<file path="config.mk">
export PLATFORM = sky130hd
export DESIGN_NAME = sat_addsub_pipe
export DESIGN_NICKNAME = d
export VERILOG_FILES = /design/src/rtl/sat_addsub_pipe_pkg.sv /design/src/rtl/sat_addsub_pipe_lane.sv /design/src/rtl/sat_addsub_pipe.sv
export SDC_FILE = /design/constraint.sdc
export NUM_CORES = 1
export LEC_CHECK = 0
export BUFFER_PORTS_ARGS = -buffer_cell sky130_fd_sc_hd__buf_2
export CELL_PAD_IN_SITES_DETAIL_PLACEMENT = 0
export CELL_PAD_IN_SITES_GLOBAL_PLACEMENT = 1
export CORE_UTILIZATION = 47
export CTS_CLUSTER_DIAMETER = 200
export DETAILED_ROUTE_END_ITERATION = 10
export PLACE_DENSITY = 0.82
export SETUP_SLACK_MARGIN = 0.2
export SLEW_MARGIN = 0
export SYNTH_ARGS = -nofsm -noshare
export SYNTH_HDL_FRONTEND = slang
export SYNTH_HIERARCHICAL = 1
export SYNTH_SLANG_ARGS = --single-unit
</file>
<file path="constraint.sdc">
create_clock -name clk -period 10.45 [get_ports clk]
set_input_delay 1.045 -clock clk [delete_from_list [all_inputs] [get_ports clk]]
set_output_delay 1.045 -clock clk [all_outputs]
set_load 0.005 [all_outputs]
</file>
<file path="src/rtl/sat_addsub_pipe_pkg.sv">
// Shared definitions for the saturating add/sub pipeline: op encoding,
// default geometry and pipeline depth.
package addsub_pkg;

  typedef enum logic [1:0] {
    OP_ADD  = 2'b00,
    OP_SUB  = 2'b01,
    OP_PADD = 2'b10,
    OP_PSUB = 2'b11
  } op_e;

  localparam int DEF_WIDTH  = 16;
  localparam int DEF_LANE_W = 4;
  localparam int STAGES     = 2;

endpackage

</file>
<file path="src/rtl/sat_addsub_pipe_lane.sv">
// One saturating signed add/sub of width W. The sum is formed one bit wider
// so overflow is simply the top two bits disagreeing; the extra bit then
// tells which rail to clamp to.
module sat_add_lane #(
  parameter int W = 16
) (
  input  logic [W-1:0] x,
  input  logic [W-1:0] y,
  input  logic         sub,
  output logic [W-1:0] s,
  output logic         ovf
);

  logic [W:0] w_xe;
  logic [W:0] w_ye;
  logic [W:0] w_sum;

  assign w_xe  = {x[W-1], x};
  assign w_ye  = {y[W-1], y};
  assign w_sum = sub ? (w_xe - w_ye) : (w_xe + w_ye);
  assign ovf   = w_sum[W] ^ w_sum[W-1];

  // Clamp to the rail on the side the true sum went out of range.
  always_comb begin
    s = w_sum[W-1:0];
    if (ovf) s = w_sum[W] ? {1'b1, {(W-1){1'b0}}} : {1'b0, {(W-1){1'b1}}};
  end

endmodule

</file>
<file path="src/rtl/sat_addsub_pipe.sv">
// Two-stage saturating add/sub with valid/ready flow control.
// Stage 1 holds operands/op, stage 2 holds the saturated result and flags.
// Define SAT_ADDSUB_LANE_MODE_EN to build packed-lane PADD/PSUB; without it
// op[1] is ignored and only the full-width adder exists.
module sat_addsub_pipe
  import addsub_pkg::*;
#(
  parameter int WIDTH  = DEF_WIDTH,
  parameter int LANE_W = DEF_LANE_W
) (
  input  logic             clk,
  input  logic             rst_n,
  input  logic             in_valid,
  output logic             in_ready,
  input  logic [WIDTH-1:0] a,
  input  logic [WIDTH-1:0] b,
  input  logic [1:0]       op,
  output logic             out_valid,
  input  logic             out_ready,
  output logic [WIDTH-1:0] result,
  output logic             flag_z,
  output logic             flag_n,
  output logic             flag_v,
  input  logic             clr_cnt,
  output logic [7:0]       sat_cnt
);

  if ((WIDTH % LANE_W) != 0) begin : g_cfg_err
    $error("WIDTH must be a multiple of LANE_W");
  end

  logic [STAGES:1]  r_vld_pipe;
  logic [WIDTH-1:0] r_a;
  logic [WIDTH-1:0] r_b;
  op_e              r_op;
  logic [WIDTH-1:0] r_result;
  logic             r_z;
  logic             r_n;
  logic             r_v;
  logic [7:0]       r_sat_cnt;

  logic             w_adv1;
  logic             w_acc;
  logic             w_deliver;
  logic             w_sub;
  logic [WIDTH-1:0] w_full_s;
  logic             w_full_ovf;
  logic [WIDTH-1:0] w_res;
  logic             w_v;

  assign w_adv1    = !r_vld_pipe[2] || out_ready;
  assign in_ready  = !r_vld_pipe[1] || w_adv1;
  assign w_acc     = in_valid && in_ready;
  assign w_deliver = r_vld_pipe[2] && out_ready;
  assign w_sub     = (r_op == OP_SUB) || (r_op == OP_PSUB);

  sat_add_lane #(.W(WIDTH)) u_full (
    .x   (r_a),
    .y   (r_b),
    .sub (w_sub),
    .s   (w_full_s),
    .ovf (w_full_ovf)
  );

`ifdef SAT_ADDSUB_LANE_MODE_EN
  localparam int NUM_LANES = WIDTH / LANE_W;

  logic [NUM_LANES-1:0][LANE_W-1:0] w_lane_s;
  logic [NUM_LANES-1:0]             w_lane_ovf;
  logic                             w_lane;

  assign w_lane = (r_op == OP_PADD) || (r_op == OP_PSUB);

  for (genvar g = 0; g < NUM_LANES; g++) begin : g_lane
    sat_add_lane #(.W(LANE_W)) u_lane (
      .x   (r_a[g*LANE_W +: LANE_W]),
      .y   (r_b[g*LANE_W +: LANE_W]),
      .sub (w_sub),
      .s   (w_lane_s[g]),
      .ovf (w_lane_ovf[g])
    );
  end

  // Pick packed-lane or full-width result for the stage-2 register.
  always_comb begin
    w_res = w_full_s;
    w_v   = w_full_ovf;
    if (w_lane) begin
      w_res = w_lane_s;
      w_v   = |w_lane_ovf;
    end
  end
`else
  assign w_res = w_full_s;
  assign w_v   = w_full_ovf;
`endif

  // Stage 1: capture operands on accept; empties when it hands off downstream.
  always_ff @(posedge clk or negedge rst_n) begin
    if (!rst_n) begin
      r_vld_pipe[1] <= 1'b0;
      r_a           <= '0;
      r_b           <= '0;
      r_op          <= OP_ADD;
    end else begin
      if (w_acc) begin
        r_a  <= a;
        r_b  <= b;
        r_op <= op_e'(op);
      end
      if (w_acc)       r_vld_pipe[1] <= 1'b1;
      else if (w_adv1) r_vld_pipe[1] <= 1'b0;
    end
  end

  // Stage 2: result and flags load together and hold while the consumer stalls.
  always_ff @(posedge clk or negedge rst_n) begin
    if (!rst_n) begin
      r_vld_pipe[2] <= 1'b0;
      r_result      <= '0;
      r_z           <= 1'b0;
      r_n           <= 1'b0;
      r_v           <= 1'b0;
    end else if (w_adv1) begin
      r_vld_pipe[2] <= r_vld_pipe[1];
      if (r_vld_pipe[1]) begin
        r_result <= w_res;
        r_z      <= (w_res == '0);
        r_n      <= w_res[WIDTH-1];
        r_v      <= w_v;
      end
    end
  end

  // Saturation counter: counts delivered saturated results, sticks at 255,
  // and a clear wins over a same-cycle increment.
  always_ff @(posedge clk or negedge rst_n) begin
    if (!rst_n)                                        r_sat_cnt <= '0;
    else if (clr_cnt)                                  r_sat_cnt <= '0;
    else if (w_deliver && r_v && (r_sat_cnt != 8'hFF)) r_sat_cnt <= r_sat_cnt + 8'd1;
  end

  assign out_valid = r_vld_pipe[2];
  assign result    = r_result;
  assign flag_z    = r_z;
  assign flag_n    = r_n;
  assign flag_v    = r_v;
  assign sat_cnt   = r_sat_cnt;

endmodule

</file>
==> results of run 1 <==
## cell type report
| type | count | area, sq um |
|---|---|---|
| Clock buffer | 13 | 149 |
| Clock inverter | 2 | 10.0 |
| Multi-Input combinational cell | 270 | 2130 |
| Inverter | 15 | 56.3 |
| Sequential cell | 61 | 1530 |
| Timing Repair Buffer | 68 | 345 |
| Fill cell | 732 | 3420 |
| Tap cell | 102 | 128 |
## Yosys cell counts, drive strengths merged (2+ instances only)
cell     n
dfrtp   61
mux2    53
a21oi   34
xnor2   22
ha      18
nor2    18
inv     15
nand2   12
o21ai   12
buf      9
nand3    8
a31oi    7
nor4     7
nand2b   6
nor2b    6
nor3     6
a211oi   5
xor2     5
and3     4
and4     4
o211ai   4
a21o     3
clkbuf   3
maj3     3
mux2i    3
nand4    3
a21boi   2
a311oi   2
a31o     2
and2     2
o21bai   2
or3      2
## metal layers
layer	global-route usage [%]	up-vias	wire length (microns)	part of all wire, %
met1	26.5	1369	3820	50
met5	0	-	0	0
met2	30.6	69	3390	45
met4	6.25	0	49	0.65
met3	5.14	5	315	4.2
li1	-	1447	-	-
## metrics by stage
step           util, %  instances  area [sq um]  hold slack (ns)
2_1_floorplan        -        358          3790            0.477
3_3_place_gp      53.9        516          4190            0.481
3_5_place_dp      53.9        516          4190            0.493
4_1_cts           56.0        531          4350            0.508
5_1_grt           56.0        531          4350            0.516
6_report          56.0        531          4350            0.504
## power breakdown
group	switching (mW)	total, mW	leakage (nW)	internal [mW]
combinational	0.275	0.522	1.11	0.247
clock	0.0866	0.177	0.0833	0.0907
sequential	0.0426	0.335	0.728	0.293
total	0.404	1.04	1.92	0.631
## state kept, by name (all words and copies together) (netlist names)
signal,flops
result,16
sat_cnt,8
flag_z,1
r_op,1
r_b,16
out_valid,1
flag_v,1
r_vld_pipe,1
r_a,16
## worst reg2reg max path: stages, from the launching register on
cell,delay [ns]
dfrtp_1,0.42
nor4_1,0.50
a31oi_1,0.27
nor2_1,0.23
o21ai_0,0.14
xnor2_1,0.16
ha_1,0.35
a21oi_1,0.19
o21ai_0,0.11
a31o_2,0.23
or3_4,0.37
a22oi_1,0.67
a21oi_1,0.14
nor4_1,0.39
nand4_1,0.14
mux2i_1,0.13
## kinds of logic (layout without fill, tap and decap cells)
logic type                 after synthesis  after routing  synth area share (%)
AOI/OAI and AO/OA                       80             80                  13.2
xor gates and xnor gates                27             27                  6.24
adders and majority gates               22             22                  7.36
buffers and inverters                   27             98                  3.47
DFF                                     61             61                  40.3
muxes                                   56             56                  16.5
and+or+nand+nor                         85             85                  12.9
## worst max path at each step
stage	start	end	slack, ns	cells after the start
finish	r_b[6]	flag_z	5.93	15
global placement	r_b[6]	flag_z	5.98	15
CTS	r_b[6]	flag_z	5.87	15
global route	r_b[6]	flag_z	5.48	15
floorplan	r_b[0]	flag_z	6.82	16
detailed placement	r_b[6]	flag_z	5.90	15
## layout by cell type (no fill, tap or decap), types with 7 or more instances in the layout
cell type  netlist  final
inv_1           15     15
mux2_2          53     53
nand2_1         11     11
a31oi_1          7      7
buf_2            3     66
nor2_1          18     18
nand3_1          7      7
clkbuf_8         0     10
nor4_1           7      7
o21ai_0         11     11
xnor2_1         22     22
a21oi_1         33     33
dfrtp_1         61     61
ha_1            18     18
==> results.cfg, run 1 <==
[route]
drt_iter0_markers = 108
vias = 2890
wirelength_microns = 7580
antenna_left = 0
vias_per_cell = 5.44
drc = 0
dr.pass1.iters = 4
detail_route.wl_per_cell_microns = 14.3

[logic_synthesis]
synth_area_sq_um = 3790
ys_seq_elements = 61
syn_nets = 416
synth_edf_count = 0
synth.distinct_cells = 59
synth_warnings = 6
seq_area_frac_synth_pct = 40.3
netlist_top_cells_area = dfrtp_1 (40%), mux2_2 (16%), ha_1 (5.9%)
avgSynthCellArea_sq_um = 10.6
syn_inst = 358
async_reset_ff_share_pct = 100
yosys.area.top_type = dfrtp_1
yosysTopAreaCellShare_pct = 40.3
ys.flop_type = dfrtp_1

[sta]
finalSetupViolations = 0
setup_tns_ns = 0
hold_violations = 0
worstMarginPinSlew_ns = 0.844
rsz0062_at_grt = false
fin_skew_ns = 0.0104
fmax_mhz = 221
finalCritPeriodShare_pct = 43.3
drv_slew = 0
fin_ws_ns = 5.93
max_slew_margin_pct = 43.7
final.min_clock_period_ns = 4.52

[die]
row_count = 32
die_h_microns = 91.8
core_sq_um = 7770
start_util_pct = 48.8
pin_count = 68
dieWidth_microns = 91.8
die_area_sq_um = 8430

[clock_tree]
cts_tree = yes
cts_setup_buffers = 0
cts.sinks = 61
cts_buffers = 9
htreeDepth = 3
root_buffer = clkbuf_8
postCtsHoldBufs = 0
cts.path.max_buffers = 2
cts_resized = 0
clock_latency_ns = 0.33
clk_pin_slew_ns = 0.07

[power]
power_density_nw_per_um2 = 238
ir_drop_mv = 0.0827
p_total_mw = 1.04
leakagePower_nw = 1.92

[critical_path]
crit_fanout = 12
reg2reg_from = r_b[6]
path_buf_inv = 0
ff2ff_setup_slack_ns = 5.93
slowest_stage = a22oi_1
required_ns = 10.71
reg2reg_depth = 15
path_class = reg2reg
critPathLaunchType = register
r2r_end = flag_z
critPathTopFamily = compound AO/OA/AOI/OAI gates
cp-end-kind = register
cpPeakStageDelay_ns = 0.67
cp.arrival_ns = 4.78
worstPathCellList = nor4_1 > a31oi_1 > nor2_1 > o21ai_0 > xnor2_1 > ha_1 > a21oi_1 > o21ai_0 > a31o_2 > or3_4 > a22oi_1 > a21oi_1 > nor4_1 > nand4_1 > mux2i_1

[grt]
grt_pass1_wl_microns = 12900
grt_usage_pct = 19.6
grt_overflow = 0
antenna_found_initial = 0
grt_pass1_vias = 2751
grt_max_degree = 62

[final_layout]
drive_gt1_share_pct = 34.7
final_nets = 483
area_growth_pct = 14.7
diodes = 0

[place]
place.gp.congestion = 0.868
hpwl_microns = 5740
dpl_worst_slack_ns = 5.90
port_buffers = 66

[min_path]
holdPathEnd = result[8]
worstHoldPathType = reg2reg
hold_path_startpoint = result[8]
min_path_cells = 1

[outcome]
status = complete, no violations

[flow_run]
max_cap_viol_count = 0
Note: power is estimated with default switching activity, not from simulation.
==> run 2, diff against run 1 <==
--- a/config.mk
+++ b/config.mk
@@ -8,10 +8,10 @@
 export BUFFER_PORTS_ARGS = -buffer_cell sky130_fd_sc_hd__buf_2
 export CELL_PAD_IN_SITES_DETAIL_PLACEMENT = 0
 export CELL_PAD_IN_SITES_GLOBAL_PLACEMENT = 1
-export CORE_UTILIZATION = 47
+export CORE_UTILIZATION = 44
 export CTS_CLUSTER_DIAMETER = 200
 export DETAILED_ROUTE_END_ITERATION = 10
-export PLACE_DENSITY = 0.82
+export PLACE_DENSITY = 0.77
 export SETUP_SLACK_MARGIN = 0.2
 export SLEW_MARGIN = 0
 export SYNTH_ARGS = -nofsm -noshare
==> constraint.sdc (replaced) <==
create_clock -name clk -period 4.6 [get_ports clk]
set_input_delay 0.46 -clock clk [delete_from_list [all_inputs] [get_ports clk]]
set_output_delay 0.46 -clock clk [all_outputs]
set_load 0.005 [all_outputs]
==> run 2 against run 1 <==
  * Wire length is 2.4% higher
  * Design area grew 2.0%
  * Combinational power up 140%
  * Non-clock buffer count rose by 4
  * Power rose by 140%
  * Count of clock-buffer cells in the layout unchanged
  * Largest cell class unchanged
==> results.cfg, run 2 (synthesis gave the netlist of run 1 again) <==
[sta]
fin_ws_ns = 0.528
setup_tns_ns = 0
rsz0062_at_grt = false
whs_ns = 0.247
worstMarginPinSlew_ns = 0.785
max_slew_margin_pct = 47.7
finalCritPeriodShare_pct = 88.5
final.min_clock_period_ns = 4.07
drv_slew = 0
fmax_mhz = 246
hold_violations = 0
finalSetupViolations = 0
fin_skew_ns = 0.0128

[clock_tree]
cts_tree = yes
root_buffer = clkbuf_8
cts.path.max_buffers = 2
htreeDepth = 3
clock_latency_ns = 0.35
clk_pin_slew_ns = 0.07
postCtsHoldBufs = 0
cts_buffers = 9
cts.sinks = 61

[grt]
grt_pass1_wl_microns = 12800
grt_pass1_vias = 2763
grt_overflow = 0
antenna_found_initial = 0
grt_max_degree = 62
grt_usage_pct = 18.6

[outcome]
status = complete, no violations

[power]
power_density_nw_per_um2 = 565
comb_power_share_pct = 49.5
switching_share_pct = 38.2
power.internal_mw = 1.55
p_sw_mw = 0.957
p_total_mw = 2.51
ir_drop_mv = 0.212
pwr-share-seq_pct = 30.3
leakagePower_nw = 1.97
p_clk_share_pct = 20.2

[route]
detail_route.wl_per_cell_microns = 14.4
drc = 0
vias = 2921
drt_iter0_markers = 68
vias_per_cell = 5.42
wirelength_microns = 7760
dr.pass1.iters = 4
antenna_left = 0

[critical_path]
slowest_stage = dfrtp_1
cp-end-kind = register
cpMostUsedCell = ha_1
cp.arrival_ns = 4.33
path_class = reg2reg
critPathLaunchType = register
crit_fanout = 6
worstPathCellList = inv_1 > ha_1 > nor4b_2 > and3_1 > nor2_1 > xnor2_1 > ha_1 > a21oi_1 > o21ai_1 > a31o_2 > or3_1 > and2_1 > maj3_2 > nor4_1 > nand4_1 > mux2i_1
required_ns = 4.86
cpPeakStageDelay_ns = 0.42

[final_layout]
fin_util_pct = 53.7
final_nets = 487
finalInstanceArea_sq_um = 4430
multiInputGateArea_sq_um = 2130
seq_area_sq_um = 1530
fillCellCount = 774
drive_gt1_share_pct = 35.9
diodes = 0
final_cell_count_no_fill = 539
final_common_cell = buf_2
mostFrequentLayoutCells = buf_2 (66), dfrtp_1 (61), mux2_2 (53)
area_growth_pct = 17.0

[place]
place.gp.congestion = 0.811
dpl_worst_slack_ns = 0.546
hpwl_microns = 5870
dp.cells = 521
port_buffers = 66
postPlaceCellArea_sq_um = 4210

[die]
start_util_pct = 45.9
die_area_sq_um = 8990
die_h_microns = 94.8
dieWidth_microns = 94.8
row_count = 33
core_sq_um = 8260
pin_count = 68

[min_path]
worstHoldPathType = in2async

[flow_run]
max_cap_viol_count = 0
[run 2: cell types whose count changed in the layout (fill, tap and decap cells not counted), sizes merged]
cell	previous run	this run
bufinv	0	1
clkinvlp	0	1
clkinv	2	1
buf	68	72
[run 2: path summary, 6_finish.rpt]
path | to | depth (start not counted) | start | slack [ns]
min in group clk | r_vld_pipe[1] | 2 | in_valid | 0.31
worst max register to register | flag_z | 16 | r_b[0] | 0.53
worst max-delay path | flag_z | 16 | r_b[0] | 0.53
worst min register to register | r_a[0] | 1 | r_a[0] | 0.51
worst min-delay path | result[12] | 2 | rst_n | 0.25
max in group asynchronous | result[15] | 2 | rst_n | 3.79
[run 2: power groups by stage]
stage	clock network [mW]	logic [mW]	registers, mW
after global routing	0.542	1.39	0.779
after floorplan	0	0.920	0.754
after detailed placement	0	1.21	0.774
final	0.506	1.24	0.760
after global placement	0	1.18	0.764
after CTS	0.516	1.22	0.763
[run 2: worst max-delay path: cells and delay by family (launching register included)]
| kind | cells | cell delay [ns] |
|---|---|---|
| fa+ha+maj | 3 | 0.88 |
| compound gates | 3 | 0.61 |
| flops | 1 | 0.42 |
| mux | 1 | 0.13 |
| simple gates | 7 | 1.73 |
| buf+inv | 1 | 0.07 |
| xor+xnor | 1 | 0.15 |
[run 2: area by class of cell]
class | instances | share of cell area [%]
clock inverters | 3 | 0.959
flip-flops and latches | 61 | 34.4
repair buffers | 72 | 8.47
well taps | 105 | 2.96
clock buffers | 13 | 3.81
inverters | 15 | 1.27
multi-input cells | 270 | 48.1
[run 2: repair_timing]
action                                  CTS  global route
buffers inserted                          0             2
gates resized for setup                   0             0
endpoints found under the setup margin    0             1
[run 2: routing by layer]
metal	GRT usage (%)	up-vias	wire length (microns)
met4	6.82	0	124
li1	-	1463	-
met2	28.7	56	3400
met5	0	-	0
met3	4.43	9	333
met1	25.2	1393	3900
==> run 3, diff against run 2 <==
--- a/config.mk
+++ b/config.mk
@@ -8,10 +8,10 @@
 export BUFFER_PORTS_ARGS = -buffer_cell sky130_fd_sc_hd__buf_2
 export CELL_PAD_IN_SITES_DETAIL_PLACEMENT = 0
 export CELL_PAD_IN_SITES_GLOBAL_PLACEMENT = 1
-export CORE_UTILIZATION = 44
+export CORE_UTILIZATION = 47
 export CTS_CLUSTER_DIAMETER = 200
 export DETAILED_ROUTE_END_ITERATION = 10
-export PLACE_DENSITY = 0.77
+export PLACE_DENSITY = 0.82
 export SETUP_SLACK_MARGIN = 0.2
 export SLEW_MARGIN = 0
 export SYNTH_ARGS = -nofsm -noshare
==> constraint.sdc (replaced) <==
create_clock -name clk -period 4.8 [get_ports clk]
set_input_delay 0.48 -clock clk [delete_from_list [all_inputs] [get_ports clk]]
set_output_delay 0.48 -clock clk [all_outputs]
set_load 0.005 [all_outputs]
==> run 3 against run 2 <==
  * Clock skew shrank 0.0032 ns
  * Largest cell class unchanged
  * First-iteration DRC count increased by 53%
  * Wire length down 5.8%
  * Clock power decreased by 25%
  * Count of clock-buffer cells in the layout stayed put
  * Fmax down 2.9%
  * Sequential share of layout area is 0.62 points higher
  * Critical path type unchanged
  * Worst setup slack better by 0.080 ns
==> results.cfg, run 3 (synthesis gave the netlist of run 1 again) <==
[route]
vias_per_cell = 5.38
wl_met2_microns = 3220
wirelength_microns = 7310
vias = 2863
wl_met1_microns = 3710
detail_route.wl_per_cell_microns = 13.7
drc = 0
antenna_left = 0
dr.pass1.iters = 4
wl_met3_microns = 302
top_layer = met4
drt_iter0_markers = 104

[die]
pin_count = 68
start_util_pct = 48.8
die_h_microns = 91.8
dieWidth_microns = 91.8
core_sq_um = 7770
row_count = 32
die_area_sq_um = 8430

[final_layout]
final_common_cell = buf_2
area_growth_pct = 14.9
diodes = 0
drive_gt1_share_pct = 34.9
final_nets = 484
finalInstanceArea_sq_um = 4360
mostFrequentLayoutCells = buf_2 (66), dfrtp_1 (61), mux2_2 (53)

[clock_tree]
htreeDepth = 3
cts.path.max_buffers = 2
cts_resized = 0
root_buffer = clkbuf_8
cts_setup_buffers = 0
cts.sinks = 61
cts_buffers = 9
clk_pin_slew_ns = 0.06
clock_latency_ns = 0.32
cts_tree = yes
postCtsHoldBufs = 0

[critical_path]
critPathLaunchType = register
required_ns = 5.04
worstPathCellList = nor4_1 > a31oi_1 > nor2_1 > o21ai_0 > xnor2_1 > ha_1 > a21oi_1 > o21ai_0 > a31o_2 > or3_4 > nand4_1 > a21oi_1 > nor4_1 > nand4_1 > mux2i_1
path_class = reg2reg
crit_fanout = 12
critPathTopFamily = simple AND/OR/NAND/NOR gates
cp.arrival_ns = 4.43
cpPeakStageDelay_ns = 0.54
cp-end-kind = register
slowest_stage = nor4_1
reg2reg_from = r_b[6]
path_buf_inv = 0
startpoint = r_b[6]

[sta]
hold_violations = 0
setup_tns_ns = 0
finalCritPeriodShare_pct = 87.3
whs_ns = 0.316
fmax_mhz = 239
drv_slew = 0
finalSetupViolations = 0
fin_skew_ns = 0.00952
worstMarginPinSlew_ns = 0.755
rsz0062_at_grt = false
max_slew_margin_pct = 49.7
final.min_clock_period_ns = 4.19

[flow_run]
max_cap_viol_count = 0

[grt]
antenna_found_initial = 0
grt_pass1_vias = 2641
grt_overflow = 0
grt_max_degree = 62
grt_usage_pct = 18.4
grt_pass1_wl_microns = 12400

[power]
ir_drop_mv = 0.207
power_density_nw_per_um2 = 517
leakagePower_nw = 1.93

[min_path]
worstHoldPathType = in2async

[outcome]
status = complete, no violations

[place]
port_buffers = 66
hpwl_microns = 5700
place.gp.congestion = 0.890
postPlaceCellArea_sq_um = 4200
==> run 3: layout make-up <==
cell class                 instances  area (sq um)
fill                             739          3410
sequential                        61          1530
clock inverter                     2          10.0
timing repair buffer              69           353
inverter                          15          56.3
multi-input combinational        270          2130
clock buffer                      13           149
tap                              102           128
==> run 3: worst register-to-register path, stage by stage (launching register included) <==
cell and delay (ns):
dfrtp_1 0.43, nor4_1 0.54, a31oi_1 0.28, nor2_1 0.21, o21ai_0 0.14, xnor2_1 0.16
ha_1 0.35, a21oi_1 0.15, o21ai_0 0.10, a31o_2 0.24, or3_4 0.37, nand4_1 0.32
a21oi_1 0.16, nor4_1 0.39, nand4_1 0.14, mux2i_1 0.13
==> run 3: metal layers <==
| layer | vias up | track usage [%] |
|---|---|---|
| met1 | 1339 | 25.7 |
| li1 | 1453 | - |
| met5 | - | 0 |
| met3 | 6 | 3.57 |
| met2 | 65 | 28.4 |
| met4 | 0 | 7.03 |
==> run 3: path summary, 6_finish.rpt <==
kind / to / slack [ns] / depth (start not counted)
worst max-delay path: flag_z / 0.61 / 15
worst min-delay path: result[10] / 0.32 / 2
worst max register to register: flag_z / 0.61 / 15
worst min register to register: result[8] / 0.50 / 1
max in group asynchronous: r_b[5] / 3.99 / 2
min in group clk: r_vld_pipe[1] / 0.37 / 2
==> run 3: stage by stage <==
step,total power [mW],utilization [%],std cells,setup WS [ns]
finish,2.25,56.1,532,0.608
global route,2.44,56.1,532,0.244
CTS,2.28,56.1,532,0.560
detailed placement,1.88,54.0,517,0.612
global placement,1.86,54.0,517,0.729
floorplan,1.60,-,358,1.17
==> run 3: power by group <==
group          internal [mW]  total (mW)  switching [mW]
sequential             0.638       0.729          0.0914
clock                  0.198       0.380           0.182
combinational          0.546        1.14           0.596
total                   1.38        2.25           0.869
